**src/rtl/mem_arb_pkg.sv**
```systemverilog
// Shared types and default sizing for the unified-memory port arbiter.
package mem_arb_pkg;

    typedef enum logic [1:0] {
        IDLE = 2'd0,
        BUSY = 2'd1,
        DONE = 2'd2
    } state_t;

    typedef enum logic {
        OWN_IF = 1'b0,
        OWN_D  = 1'b1
    } owner_t;

    localparam int DEF_ADDR_W = 32;
    localparam int DEF_DATA_W = 32;
    localparam int DEF_RD_LAT = 3;
    localparam int DEF_WR_LAT = 1;

    function automatic int max_int(input int a, input int b);
        return (a > b) ? a : b;
    endfunction

endpackage

```
**src/rtl/mem_port_arbiter_wait_counter.sv**
```systemverilog
// Loadable down-counter with a zero flag; holds at zero instead of wrapping.
module wait_counter #(
    parameter int W = 2
) (
    input  logic         clk,
    input  logic         rst,
    input  logic         load,
    input  logic [W-1:0] load_val,
    input  logic         dec,
    output logic [W-1:0] count,
    output logic         zero
);

    logic [W-1:0] count_reg;

    always_ff @(posedge clk or negedge rst) begin
        if (!rst) begin
            count_reg <= '0;
        end else if (load) begin
            count_reg <= load_val;
        end else if (dec && (count_reg != '0)) begin
            count_reg <= count_reg - 1'b1;
        end
    end

    assign count = count_reg;
    assign zero  = (count_reg == '0);

endmodule

```
**src/rtl/mem_port_arbiter.sv**
```systemverilog
// Round-robin arbiter sharing one memory between instruction fetch and load/store,
// with one outstanding transaction and the memory's wait-state timing owned here.
module mem_port_arbiter
    import mem_arb_pkg::*;
#(
    parameter int ADDR_W = DEF_ADDR_W,
    parameter int DATA_W = DEF_DATA_W,
    parameter int RD_LAT = DEF_RD_LAT,
    parameter int WR_LAT = DEF_WR_LAT
) (
    input  logic              clk,
    input  logic              rst,
    input  logic              if_req,
    input  logic [ADDR_W-1:0] if_addr,
    output logic              if_ack,
    output logic [DATA_W-1:0] if_rdata,
    input  logic              d_req,
    input  logic              d_we,
    input  logic [ADDR_W-1:0] d_addr,
    input  logic [DATA_W-1:0] d_wdata,
    output logic              d_ack,
    output logic [DATA_W-1:0] d_rdata,
    output logic [ADDR_W-1:0] mem_addr,
    output logic [DATA_W-1:0] mem_wdata,
    output logic              mem_we,
    input  logic [DATA_W-1:0] mem_rdata,
    output logic              busy
);

    localparam int CNT_W = $clog2(max_int(RD_LAT, WR_LAT) + 1);
    localparam logic [CNT_W-1:0] RD_LOAD = CNT_W'(RD_LAT);
    localparam logic [CNT_W-1:0] WR_LOAD = CNT_W'(WR_LAT);

    state_t            state_reg, state_next;
    owner_t            owner_reg, last_grant_reg, grant_owner;
    logic              write_reg;
    logic              grant, finish;
    logic              cnt_load, cnt_dec, cnt_zero;
    logic [CNT_W-1:0]  cnt_load_val, cnt_val;
    logic              if_ack_reg, d_ack_reg, mem_we_reg;
    logic [DATA_W-1:0] if_rdata_reg, d_rdata_reg, mem_wdata_reg;
    logic [ADDR_W-1:0] mem_addr_reg;

    always_comb begin
        grant_owner = OWN_IF;
        if (if_req && d_req) begin
            grant_owner = (last_grant_reg == OWN_IF) ? OWN_D : OWN_IF;
        end else if (d_req) begin
            grant_owner = OWN_D;
        end
    end

    always_ff @(posedge clk or negedge rst) begin
        if (!rst) begin
            state_reg <= IDLE;
        end else begin
            state_reg <= state_next;
        end
    end

    // Counter loads the full latency so BUSY spans LAT+1 cycles: read data is
    // sampled RD_LAT cycles after mem_addr updates, and the ack follows that.
    always_comb begin
        state_next   = state_reg;
        grant        = 1'b0;
        finish       = 1'b0;
        cnt_load     = 1'b0;
        cnt_dec      = 1'b0;
        cnt_load_val = RD_LOAD;
        case (state_reg)
            IDLE: begin
                if (if_req || d_req) begin
                    grant        = 1'b1;
                    cnt_load     = 1'b1;
                    cnt_load_val = (grant_owner == OWN_D && d_we) ? WR_LOAD : RD_LOAD;
                    state_next   = BUSY;
                end
            end
            BUSY: begin
                if (cnt_zero) begin
                    finish     = 1'b1;
                    state_next = DONE;
                end else begin
                    cnt_dec = 1'b1;
                end
            end
            DONE:    state_next = IDLE;
            default: state_next = IDLE;
        endcase
    end

    wait_counter #(.W(CNT_W)) u_wait (
        .clk      (clk),
        .rst      (rst),
        .load     (cnt_load),
        .load_val (cnt_load_val),
        .dec      (cnt_dec),
        .count    (cnt_val),
        .zero     (cnt_zero)
    );

    always_ff @(posedge clk or negedge rst) begin
        if (!rst) begin
            owner_reg      <= OWN_IF;
            last_grant_reg <= OWN_D;
            write_reg      <= 1'b0;
            mem_addr_reg   <= '0;
            mem_wdata_reg  <= '0;
            mem_we_reg     <= 1'b0;
            if_rdata_reg   <= '0;
            d_rdata_reg    <= '0;
            if_ack_reg     <= 1'b0;
            d_ack_reg      <= 1'b0;
        end else begin
            if_ack_reg <= 1'b0;
            d_ack_reg  <= 1'b0;
            if (grant) begin
                owner_reg      <= grant_owner;
                last_grant_reg <= grant_owner;
                if (grant_owner == OWN_D) begin
                    mem_addr_reg  <= d_addr;
                    mem_wdata_reg <= d_wdata;
                    mem_we_reg    <= d_we;
                    write_reg     <= d_we;
                end else begin
                    mem_addr_reg <= if_addr;
                    mem_we_reg   <= 1'b0;
                    write_reg    <= 1'b0;
                end
            end
            // Write strobe ends one cycle before completion so it lasts WR_LAT cycles.
            if (state_reg == BUSY && cnt_val == CNT_W'(1)) begin
                mem_we_reg <= 1'b0;
            end
            if (finish) begin
                mem_we_reg <= 1'b0;
                if (owner_reg == OWN_D) begin
                    d_ack_reg <= 1'b1;
                    if (!write_reg) begin
                        d_rdata_reg <= mem_rdata;
                    end
                end else begin
                    if_ack_reg   <= 1'b1;
                    if_rdata_reg <= mem_rdata;
                end
            end
        end
    end

    assign if_ack    = if_ack_reg;
    assign d_ack     = d_ack_reg;
    assign if_rdata  = if_rdata_reg;
    assign d_rdata   = d_rdata_reg;
    assign mem_addr  = mem_addr_reg;
    assign mem_wdata = mem_wdata_reg;
    assign mem_we    = mem_we_reg;
    assign busy      = (state_reg != IDLE);

endmodule
```
**config.mk**
```make
export PLATFORM = sky130hd
export DESIGN_NAME = mem_port_arbiter
export DESIGN_NICKNAME = d
export VERILOG_FILES = /design/src/rtl/mem_arb_pkg.sv /design/src/rtl/mem_port_arbiter_wait_counter.sv /design/src/rtl/mem_port_arbiter.sv
export SDC_FILE = /design/constraint.sdc
export NUM_CORES = 1
export LEC_CHECK = 0
export BUFFER_PORTS_ARGS = -buffer_cell sky130_fd_sc_hd__buf_2
export CAP_MARGIN = 30
export CORE_MARGIN = 8
export CORE_UTILIZATION = 45
export CTS_CLUSTER_DIAMETER = 50
export DETAILED_ROUTE_END_ITERATION = 7
export PLACE_DENSITY = 0.89
export SLEW_MARGIN = 10
export SYNTH_ARGS = -nofsm -noshare
export SYNTH_HDL_FRONTEND = slang
export SYNTH_HIERARCHICAL = 1
export SYNTH_SLANG_ARGS = --single-unit
```
**constraint.sdc**
```tcl
create_clock -name clk -period 2.54 [get_ports clk]
set_clock_uncertainty 0.1 [all_clocks]
set_input_delay 0.635 -clock clk [delete_from_list [all_inputs] [get_ports clk]]
set_output_delay 0.635 -clock clk [all_outputs]
set_load 0.03 [all_outputs]
```
==> results of run 1 <==
-- cells by family after synthesis --
family                     count (synthesis)  share of synthesized area [%]
AOI/OAI and AO/OA                         75                           7.89
adders and majority gates                  1                          0.220
buffers and inverters                     33                           3.50
DFF                                      138                           60.9
muxes                                     96                           21.0
other                                      1                         0.0661
and+or+nand+nor                           82                           6.50
-- layer usage --
metal / vias up / wire, um / global-route usage [%]
met5: - / 0 / 0
met4: 0 / 193 / 6.29
met3: 16 / 1630 / 7.49
met2: 191 / 7760 / 32.7
met1: 2086 / 6000 / 22.4
li1: 2038 / - / -
-- metrics by stage --
| step | setup slack [ns] | util [%] | std cells |
|---|---|---|---|
| after floorplan | 0.330 | - | 426 |
| after global placement | 0.484 | 57.8 | 846 |
| after detailed placement | 0.442 | 57.8 | 846 |
| after CTS | 0.459 | 63.0 | 879 |
| after global routing | 0.410 | 63.0 | 879 |
| final | 0.495 | 63.1 | 880 |
-- final timing paths --
| kind | from | end | slack, ns | cells past startpoint |
|---|---|---|---|---|
| min in group asynchronous | rst | mem_wdata[24] | 0.60 | 2 |
| hold / removal | d_wdata[11] | mem_wdata[11] | 0.35 | 2 |
| hold reg to reg | d_rdata[3] | d_rdata[3] | 0.38 | 1 |
| setup reg to reg | u_wait/count[0] | if_rdata[2] | 0.53 | 6 |
| setup / recovery | state_reg[1] | busy | 0.49 | 3 |
| max in group asynchronous | rst | if_rdata[2] | 1.11 | 3 |
-- worst max-delay path, delay by kind of cell, from the launching register on --
family / cells / cell delay, ns
buffers and inverters: 2 / 0.23
flip-flops: 1 / 0.46
AND/OR/NAND/NOR: 1 / 0.22
-- cells in the mapped netlist --
cell type and number:
a21bo_2 1, a21boi_0 1, a21boi_1 1, a21o_1 3, a21oi_1 33, a31oi_1 32, and3_1 1, and3b_1 1
buf_2 3, buf_4 3, buf_6 8, clkbuf_1 13, conb_1 1, dfrtp_1 137, dfstp_2 1, ha_1 1
inv_1 6, mux2_1 5, mux2_2 62, mux2_4 29, nand2_1 68, nand2b_1 1, nor2_1 2, nor2_2 1
nor2b_1 2, nor3_4 2, o211ai_2 1, o21ai_0 1, o22a_1 1, o311ai_0 1, or2_2 1, or2b_1 1
or4b_1 2
-- area by class of cell --
type,count,area share [%]
diodes,1,0.0318
clock buffers,19,5.51
clock inverters,13,2.75
inverters,6,0.286
multi-input cells,255,25.9
flip-flops and latches,138,43.9
well taps,172,2.74
repair buffers,276,18.9
-- power by group --
part | internal, mW | switching [mW] | leakage [nW] | total (mW)
Sequential | 3.33 | 0.610 | 1.63 | 3.94
Combinational | 2.16 | 3.83 | 1.96 | 5.99
Clock | 1.75 | 0.917 | 0.310 | 2.67
-- what timing repair did --
action                    CTS  global route
hold endpoints to repair    3             0
hold buffers                1             0
buffers inserted            0             0
==> impl_results.md, run 1 <==
- Period utilization: 80.5%
- DRT Wirelength: between 15000 and 20000 um
- Top cells by area, synth: dfrtp_1, mux2_2, mux2_4
- Hpwl dp: between 10000 and 15000 um
- Proportion of layout cells with a drive suffix above 1: between 50% and 60%
- Die footprint: roughly 16000 sq um
- Core ar.: about 12000 sq um
- Multi-input gate area: 2030 sq um
- Netlist area before placement: roughly 5700 sq um
- Fin nets: just over 800
- Post-CTS Resized: 0
- Initial antenna violation count: 0
- Grt total ovfl: 0
- 1st-iter DRT viols: around 220
- Placer Congestion: 0.813
- Overall Global Routing Usage: 19.4%
- Worst setup EP type: primary output
- Seq/Total Area, Yosys: around three fifths
- Final Cell Area: between 7000 and 8000 sq um
- Achievable frequency: 0.489 GHz
- Clk Tree Root Cell: clkbuf_16
- First-pass iteration count of the detailed router: 4
- Clock transition at path regs: roughly 0.06 ns
- Unrepaired setup endpoints after global routing: false
- Hold Path Class: input port to flop
- Post-synth top area cell: dfrtp_1
- Crit-path cells: nor2_2 > inv_1 > buf_2
- Synthesis-stage register bit count: between 100 and 150
- Maximum clock path buffer count: 2
- Global-route wire length before repair: 24800 um
- Max-slew violation count: 0
- Area after DPL: roughly 7200 sq um
- Top-area cell type share of the netlist area: 60.4%
- CP max stage delay: about 0.46 ns
- Pleak: approximately 3.9 nW
- Crit-path max FO: 5
- Hold Vio Cnt, Final: 0
- Via-to-Cell Ratio: between 4 and 5
- Site row count: around 40
- Die width: between 100 and 150 um
- Total number of vias: approximately 4300
- Tot Pwr: between 10 and 15 mW
- Clock Latency Late Sink: approximately 0.40 ns
- Most frequent cells in the layout: buf_2, dfrtp_1, nand2_1
- Port-buffer cells: 264
- Fill count: between 900 and 1000
- Wire per inst: ~18 um
- Final setup violation count: 0
- Post-route DRC: 0
- Worst hold slack: 0.351 ns
- Detail Route Antenna Nets: 0
- Height of the die: between 100 and 150 um
- CP required: about 1.8 ns
- Commonest non-fill, non-tap cell in the layout: buf_2
- Post-layout minimum cycle time: a little over 2 ns
- CP startpoint kind: flop
- Vias in the first global route: roughly 4700
- Ys Warns: 6
- Setup_tns: 0 ns
- Pin count of the biggest net entering global routing: 43
- TritonCTS clock tree: done
- Layout area overhead: 38.5%
- Max Cap Viol: 0
- Data arrival, critical path: 1.31 ns
- FF/Latch Area: roughly 3500 sq um
- Type of the worst setup path: flop to primary output
- # clock sinks: 138
- H-Tree Depth: 4
- Cts bufs inserted: 17
- Synth Net Count: 560
- Netlist cell types: 33
- Slowest library cell on the worst path: dfrtp_1
- IO Count: 265
- Synthesized area per cell: 13.3 sq um
- Pwr dens: around 1600 nW/um^2
- VDD IR max: around 760 uV
- Initial Util: ~46%
- Cells after synthesis: approximately 430
- Status: finished, final reports clean
No activity file was read; power rests on OpenSTA's default activity.
==> inputs of run 2 (changes only) <==
--- a/config.mk
+++ b/config.mk
@@ -5,13 +5,14 @@
 export SDC_FILE = /design/constraint.sdc
 export NUM_CORES = 1
 export LEC_CHECK = 0
+export ABC_AREA = 1
 export BUFFER_PORTS_ARGS = -buffer_cell sky130_fd_sc_hd__buf_2
 export CAP_MARGIN = 30
 export CORE_MARGIN = 8
-export CORE_UTILIZATION = 45
+export CORE_UTILIZATION = 43
 export CTS_CLUSTER_DIAMETER = 50
 export DETAILED_ROUTE_END_ITERATION = 7
-export PLACE_DENSITY = 0.89
+export PLACE_DENSITY = 0.88
 export SLEW_MARGIN = 10
 export SYNTH_ARGS = -nofsm -noshare
 export SYNTH_HDL_FRONTEND = slang
==> constraint.sdc (replaced) <==
create_clock -name clk -period 1.75 [get_ports clk]
set_clock_uncertainty 0.1 [all_clocks]
set_input_delay 0.4375 -clock clk [delete_from_list [all_inputs] [get_ports clk]]
set_output_delay 0.4375 -clock clk [all_outputs]
set_load 0.03 [all_outputs]
==> run 2 against run 1 <==
Net effect: worst hold slack lost 0.22 ns; global-route usage rose by 0.19 points; worst setup slack got worse by 0.46 ns; flip-flop and latch count unchanged; critical endpoint unchanged; largest cell class unchanged.
==> impl_results.md, run 2 <==
- # clock sinks: ~140
- Final worst setup slack: ~0.032 ns
- Grt met1 use: 22.9%
- Post-synth top area cell: dfrtp_1
- Die width: 133 um
- Unrepaired setup endpoints after global routing: true
- Switching share of power: a little under half
- Post-route DRC: 0
- Detail Route Antenna Nets: 0
- Worst setup EP type: primary output
- Clk Tree Root Cell: clkbuf_16
- Most frequent cells in the layout: nand2_1, buf_2, dfrtp_1
- Site row count: 42
- Seq/Total Area, Yosys: 59.1%
- Overall Global Routing Usage: between 10% and 20%
- Crit path launch: state_reg[1]
- Die footprint: 17600 sq um
- Hold Vio Cnt, Final: 0
- Status: finished, final reports clean
- TritonCTS clock tree: done
- Layout area overhead: 39.2%
- Type of the worst setup path: flop to primary output
- Pin count of the biggest net entering global routing: between 40 and 50
- Gr busiest metal: met2
- Pleak: between 4 and 5 nW
- Most frequent cell after synthesis: nand2_1
- Grt total ovfl: 0
- Achievable frequency: between 0.5 and 0.6 GHz
- Netlist cell types: 21
- Ys flop type: dfrtp_1
- Worst reg2reg path startpoint: state_reg[1]
- Top-area cell type share of the netlist area: between 50% and 60%
- Data arrival, critical path: between 1 and 1.5 ns
- CP startpoint kind: flop
- Synthesis-stage register bit count: about 140
- DRT Wirelength: roughly 18000 um
- Commonest non-fill, non-tap cell in the layout: nand2_1
- GRT met2 Usage: roughly 32%
- Final setup violation count: 0
- Initial antenna violation count: 0
- Period utilization: 98.2%
- Cts bufs inserted: 17
- N_diodes: 0
- Initial Util: 44.1%
- Dpl ws: 0.163 ns
- Wire per inst: 15.0 um
- IO Count: 265
- Core ar.: about 13000 sq um
- Pwr dens: between 2000 and 2500 nW/um^2
- Total number of vias: around 5600
- Global-route wire length before repair: about 28000 um
- Ys Warns: 6
- HP Start: d_wdata[17]
- VDD IR max: 1250 uV
- Pint: 9.89 mW
- Dpl cells: 1133
- Cells after synthesis: 711
- GR Util met3: under 10%
- Clock Power Share: 21.1%
- Post-synth EDFFs: 0
- Port-buffer cells: 264
- Maximum clock path buffer count: 2
- Via-to-Cell Ratio: ~4.7
- Clock transition at path regs: roughly 0.060 ns
- Synth top cells by count: nand2_1, dfrtp_1, o21ai_0, nand3_1, buf_4
- Synth async-reset ratio: 100%
- First-pass iteration count of the detailed router: 4
- Hpwl dp: 12800 um
- Max Cap Viol: 0
- Max-slew violation count: 0
- Height of the die: roughly 130 um
- Placer Congestion: 0.834
- Fin nets: about 1100
- Proportion of layout cells with a drive suffix above 1: between 30% and 40%
- Top cells by area, synth: dfrtp_1, nand2_1, o21ai_0
- Hold Path Class: input port to flop
- Netlist area before placement: between 5000 and 6000 sq um
- Post-layout minimum cycle time: about 1.7 ns
- Clock Latency Late Sink: between 0.4 and 0.5 ns
- Fill count: roughly 1200
- CP required: 1.21 ns
- Crit-path max FO: 3
- Switch Pwr: 8.35 mW
- Setup_tns: 0 ns
- Comb pwr share: 48.3%
- Vias in the first global route: roughly 5500
- 1st-iter DRT viols: around 300
- Synthesized area per cell: 8.22 sq um
- Non-Filler Instances: between 1000 and 1500
- H-Tree Depth: 4
- Synth Net Count: ~850
- Share of power burned in registers: 30.6%
## run 2: cell count changes after synthesis, moves of 8 or more
| cell | delta |
|---|---|
| o21ai_0 | +36 |
| buf_4 | +9 |
| nand3_1 | +34 |
| nand2_1 | +366 |
| buf_2 | +8 |
| a31oi_1 | -32 |
| mux2_2 | -62 |
| mux2_4 | -29 |
| a21oi_1 | -32 |
## run 2: routing by layer
metal  vias up  part of all wire (%)
li1       2725                     -
met1      2577                    42
met4         0                   1.3
met2       235                    48
met3        19                   8.7
met5         -                     0
## run 2: per-stage QoR
stage | cell area, sq um | total power [mW] | util [%] | hold WS [ns]
floorplan | 5840 | 11.4 | - | 0.0419
global placement | 7420 | 14.1 | 56.1 | 0.281
detailed placement | 7420 | 14.4 | 56.1 | 0.286
CTS | 8120 | 18.4 | 61.3 | 0.111
global route | 8130 | 19.4 | 61.4 | 0.111
finish | 8130 | 18.2 | 61.4 | 0.130
## run 2: final cells by class
type | instances | area (sq um) | share of cell area [%]
flip-flops and latches | 138 | 3460 | 42.5
multi-input cells | 521 | 2120 | 26.0
repair buffers | 289 | 1640 | 20.1
clock buffers | 20 | 447 | 5.49
well taps | 176 | 220 | 2.71
clock inverters | 12 | 196 | 2.42
inverters | 15 | 58.8 | 0.723
## run 2: worst max-delay path, stage by stage, from the launching register on
cell	delay, ns
dfrtp_2	0.42
nor2_4	0.16
inv_4	0.06
buf_6	0.14
## run 2: what timing repair did
item / in CTS / in global routing
resized for setup: 5 / 0
endpoints found under the setup margin: 1 / 1
pin swaps: 1 / 1
setup buffers: 3 / 2
endpoints found under the hold margin: 39 / 0
hold buffers: 1 / 0
## run 2: cell families (layout without fill, tap and decap cells)
logic type / Yosys count / count (layout) / synth area share, %
buffers and inverters: 52 / 336 / 4.73
other: 1 / 1 / 0.0642
AOI/OAI and AO/OA: 38 / 38 / 3.26
adders and majority gates: 1 / 1 / 0.214
and+or+nand+nor: 481 / 481 / 32.6
DFF: 138 / 138 / 59.1
## run 2: path summary, 6_finish.rpt
path,slack (ns),cells after the start,end
max in group asynchronous,0.49,3,mem_addr[15]
hold / removal,0.13,3,mem_wdata[17]
setup reg to reg,0.13,9,mem_wdata[16]
setup / recovery,0.03,3,busy
min in group asynchronous,0.42,2,if_rdata[21]
hold reg to reg,0.36,2,mem_wdata[4]
## run 2: power by group through the flow
stage / sequential (mW) / combinational, mW / clock, mW
6_report: 5.59 / 8.81 / 3.85
5_1_grt: 5.76 / 9.59 / 4.07
4_1_cts: 5.58 / 8.90 / 3.94
3_5_place_dp: 5.57 / 8.80 / 0
3_3_place_gp: 5.52 / 8.58 / 0
2_1_floorplan: 8.47 / 2.94 / 0
==> inputs of run 3 (changes only) <==
--- a/config.mk
+++ b/config.mk
@@ -8,11 +8,13 @@
 export ABC_AREA = 1
 export BUFFER_PORTS_ARGS = -buffer_cell sky130_fd_sc_hd__buf_2
 export CAP_MARGIN = 30
+export CELL_PAD_IN_SITES_DETAIL_PLACEMENT = 1
+export CELL_PAD_IN_SITES_GLOBAL_PLACEMENT = 1
 export CORE_MARGIN = 8
-export CORE_UTILIZATION = 43
+export CORE_UTILIZATION = 33
 export CTS_CLUSTER_DIAMETER = 50
 export DETAILED_ROUTE_END_ITERATION = 7
-export PLACE_DENSITY = 0.88
+export PLACE_DENSITY = 0.91
 export SLEW_MARGIN = 10
 export SYNTH_ARGS = -nofsm -noshare
 export SYNTH_HDL_FRONTEND = slang
==> constraint.sdc (replaced) <==
create_clock -name clk -period 1.7 [get_ports clk]
set_clock_uncertainty 0.1 [all_clocks]
set_input_delay 0.425 -clock clk [delete_from_list [all_inputs] [get_ports clk]]
set_output_delay 0.425 -clock clk [all_outputs]
set_load 0.03 [all_outputs]
==> run 3 against run 2 <==
Net effect: the run now ends with negative setup slack left; via count increased by 2.1%; worst setup slack got worse by 0.033 ns; die area increased by 26%; global-route usage decreased by 1.2 points; largest power group unchanged.
==> impl_results.md, run 3 (synthesis results as in run 2) <==
- Global-route wire length before repair: about 32000 um
- Final setup violation count: 1
- Total number of vias: ~5700
- # clock sinks: 138
- Most frequent cells in the layout: nand2_1, buf_2, dfrtp_1
- Via-to-Cell Ratio: 4.62
- Hold path cells: 3
- Detail Route Antenna Nets: 0
- TritonCTS clock tree: done
- Site row count: 48
- Clock transition at path regs: approximately 0.06 ns
- Hold-critical path endpoint: mem_wdata[14]
- Status: finished, violations left
- IO Count: 265
- Failing checks: negative setup slack
- R2R cell count: 7
- R2r setup slk: 0.11 ns
- Dpl cells: 1190
- Commonest non-fill, non-tap cell in the layout: nand2_1
- Crit-path max FO: 2
- Pwr dens: roughly 2300 nW/um^2
- Height of the die: 149 um
- VDD IR max: between 900 and 1000 uV
- Final worst setup slack: -0.00103 ns
- Post-route DRC: 0
- Worst setup EP type: primary output
- Pleak: between 4 and 5 nW
- Type of the worst setup path: flop to primary output
- Achievable frequency: between 0.5 and 0.6 GHz
- H-Tree Depth: 4
- Slowest library cell on the worst path: dfrtp_1
- Layout area overhead: 41.2%
- DRT Wirelength: ~20000 um
- Max Cap Viol: 0
- Hpwl dp: around 16000 um
- Data arrival, critical path: roughly 1.2 ns
- Post-layout minimum cycle time: between 1.5 and 2 ns
- Tot Pwr: ~19 mW
- Pin count of the biggest net entering global routing: 34
- Overall Global Routing Usage: between 10% and 20%
- CP required: 1.17 ns
- Hold Path Class: input port to flop
- Die footprint: between 20000 and 25000 sq um
- Proportion of layout cells with a drive suffix above 1: roughly a third
- Worst reg2reg path startpoint: state_reg[0]
- Non-Filler Instances: approximately 1200
- First-pass iteration count of the detailed router: 4
- Initial antenna violation count: 1
- Port-buffer cells: 264
- Placer Congestion: 0.801
- Max-slew violation count: 0
- Fin nets: 1123
- Wire per inst: between 15 and 20 um
- Maximum clock path buffer count: 2
- Clock Latency Late Sink: between 0.4 and 0.5 ns
- CP max stage delay: about 0.42 ns
- Vias in the first global route: just over 6000
- Initial Util: between 30% and 40%
- N_diodes: 0
- Hold Vio Cnt, Final: 0
- CP startpoint kind: flop
- Crit-path cells: nor2_4 > inv_4 > buf_6
- HP Start: d_wdata[14]
- Unrepaired setup endpoints after global routing: true
- Die width: ~150 um
- Grt total ovfl: 0
- Core ar.: between 15000 and 20000 sq um
- Reg2reg end: mem_wdata[8]
- Period utilization: 100%
- Cts bufs inserted: 17
- Clk Tree Root Cell: clkbuf_16
- 1st-iter DRT viols: 166
run 3: cell count changes in the layout (fill, tap and decap cells not counted), sizes merged:
cell      delta
buf          +7
clkinv       -4
clkinvlp     +4
inv          +3
clkbuf       -2
bufinv       -1
run 3: metal layers:
metal | track usage [%] | wire, um
met4 | 5.50 | 308
met1 | 20.8 | 8290
met2 | 31.4 | 9890
met3 | 7.55 | 1830
met5 | 0 | 10
run 3: report_power, final:
group / internal, mW / switching [mW]
Sequential: 4.91 / 0.837
Combinational: 2.69 / 6.68
Clock: 2.47 / 1.47
run 3: cell type report:
class	instances	area, sq um
fillers	2153	9050
inverters	15	58.8
well taps	225	282
clock buffers	18	429
flip-flops and latches	138	3460
repair buffers	296	1690
clock inverters	14	195
multi-input cells	521	2140
run 3: worst max-delay path, delay by kind of cell (launching register included):
family	cells	cell delay, ns
buffers and inverters	2	0.18
and+or+nand+nor	1	0.17
DFF	1	0.42
run 3: worst max path at each step:
stage,from,end,slack [ns],cells after the start
finish,state_reg[0],busy,-0.001,3
global route,state_reg[0],busy,-0.04,3
CTS,state_reg[0],busy,-0.004,3
detailed placement,u_wait/count[0],d_rdata[7],0.05,6
global placement,u_wait/count[0],if_rdata[5],0.13,7
floorplan,d_req,u_wait/count[1],0.25,10
run 3: through the flow:
step	utilization (%)	area, sq um	setup TNS, ns	setup slack, ns	hold slack, ns
after floorplan	-	5840	0	0.249	0.0294
after global placement	43.6	7550	0	0.134	0.236
after detailed placement	43.6	7550	0	0.0485	0.240
after CTS	47.6	8230	-0.00364	-0.00364	0.0915
after global routing	47.7	8250	-0.0418	-0.0418	0.103
final	47.7	8250	-0.00103	-0.00103	0.115
run 3: what timing repair did:
item / 4_1_cts / 5_1_grt
gates resized for setup: 5 / 3
hold endpoints to repair: 24 / 0
pin swaps: 1 / 0
hold buffers: 1 / 0
setup endpoints to repair: 1 / 54
buffers inserted: 4 / 0
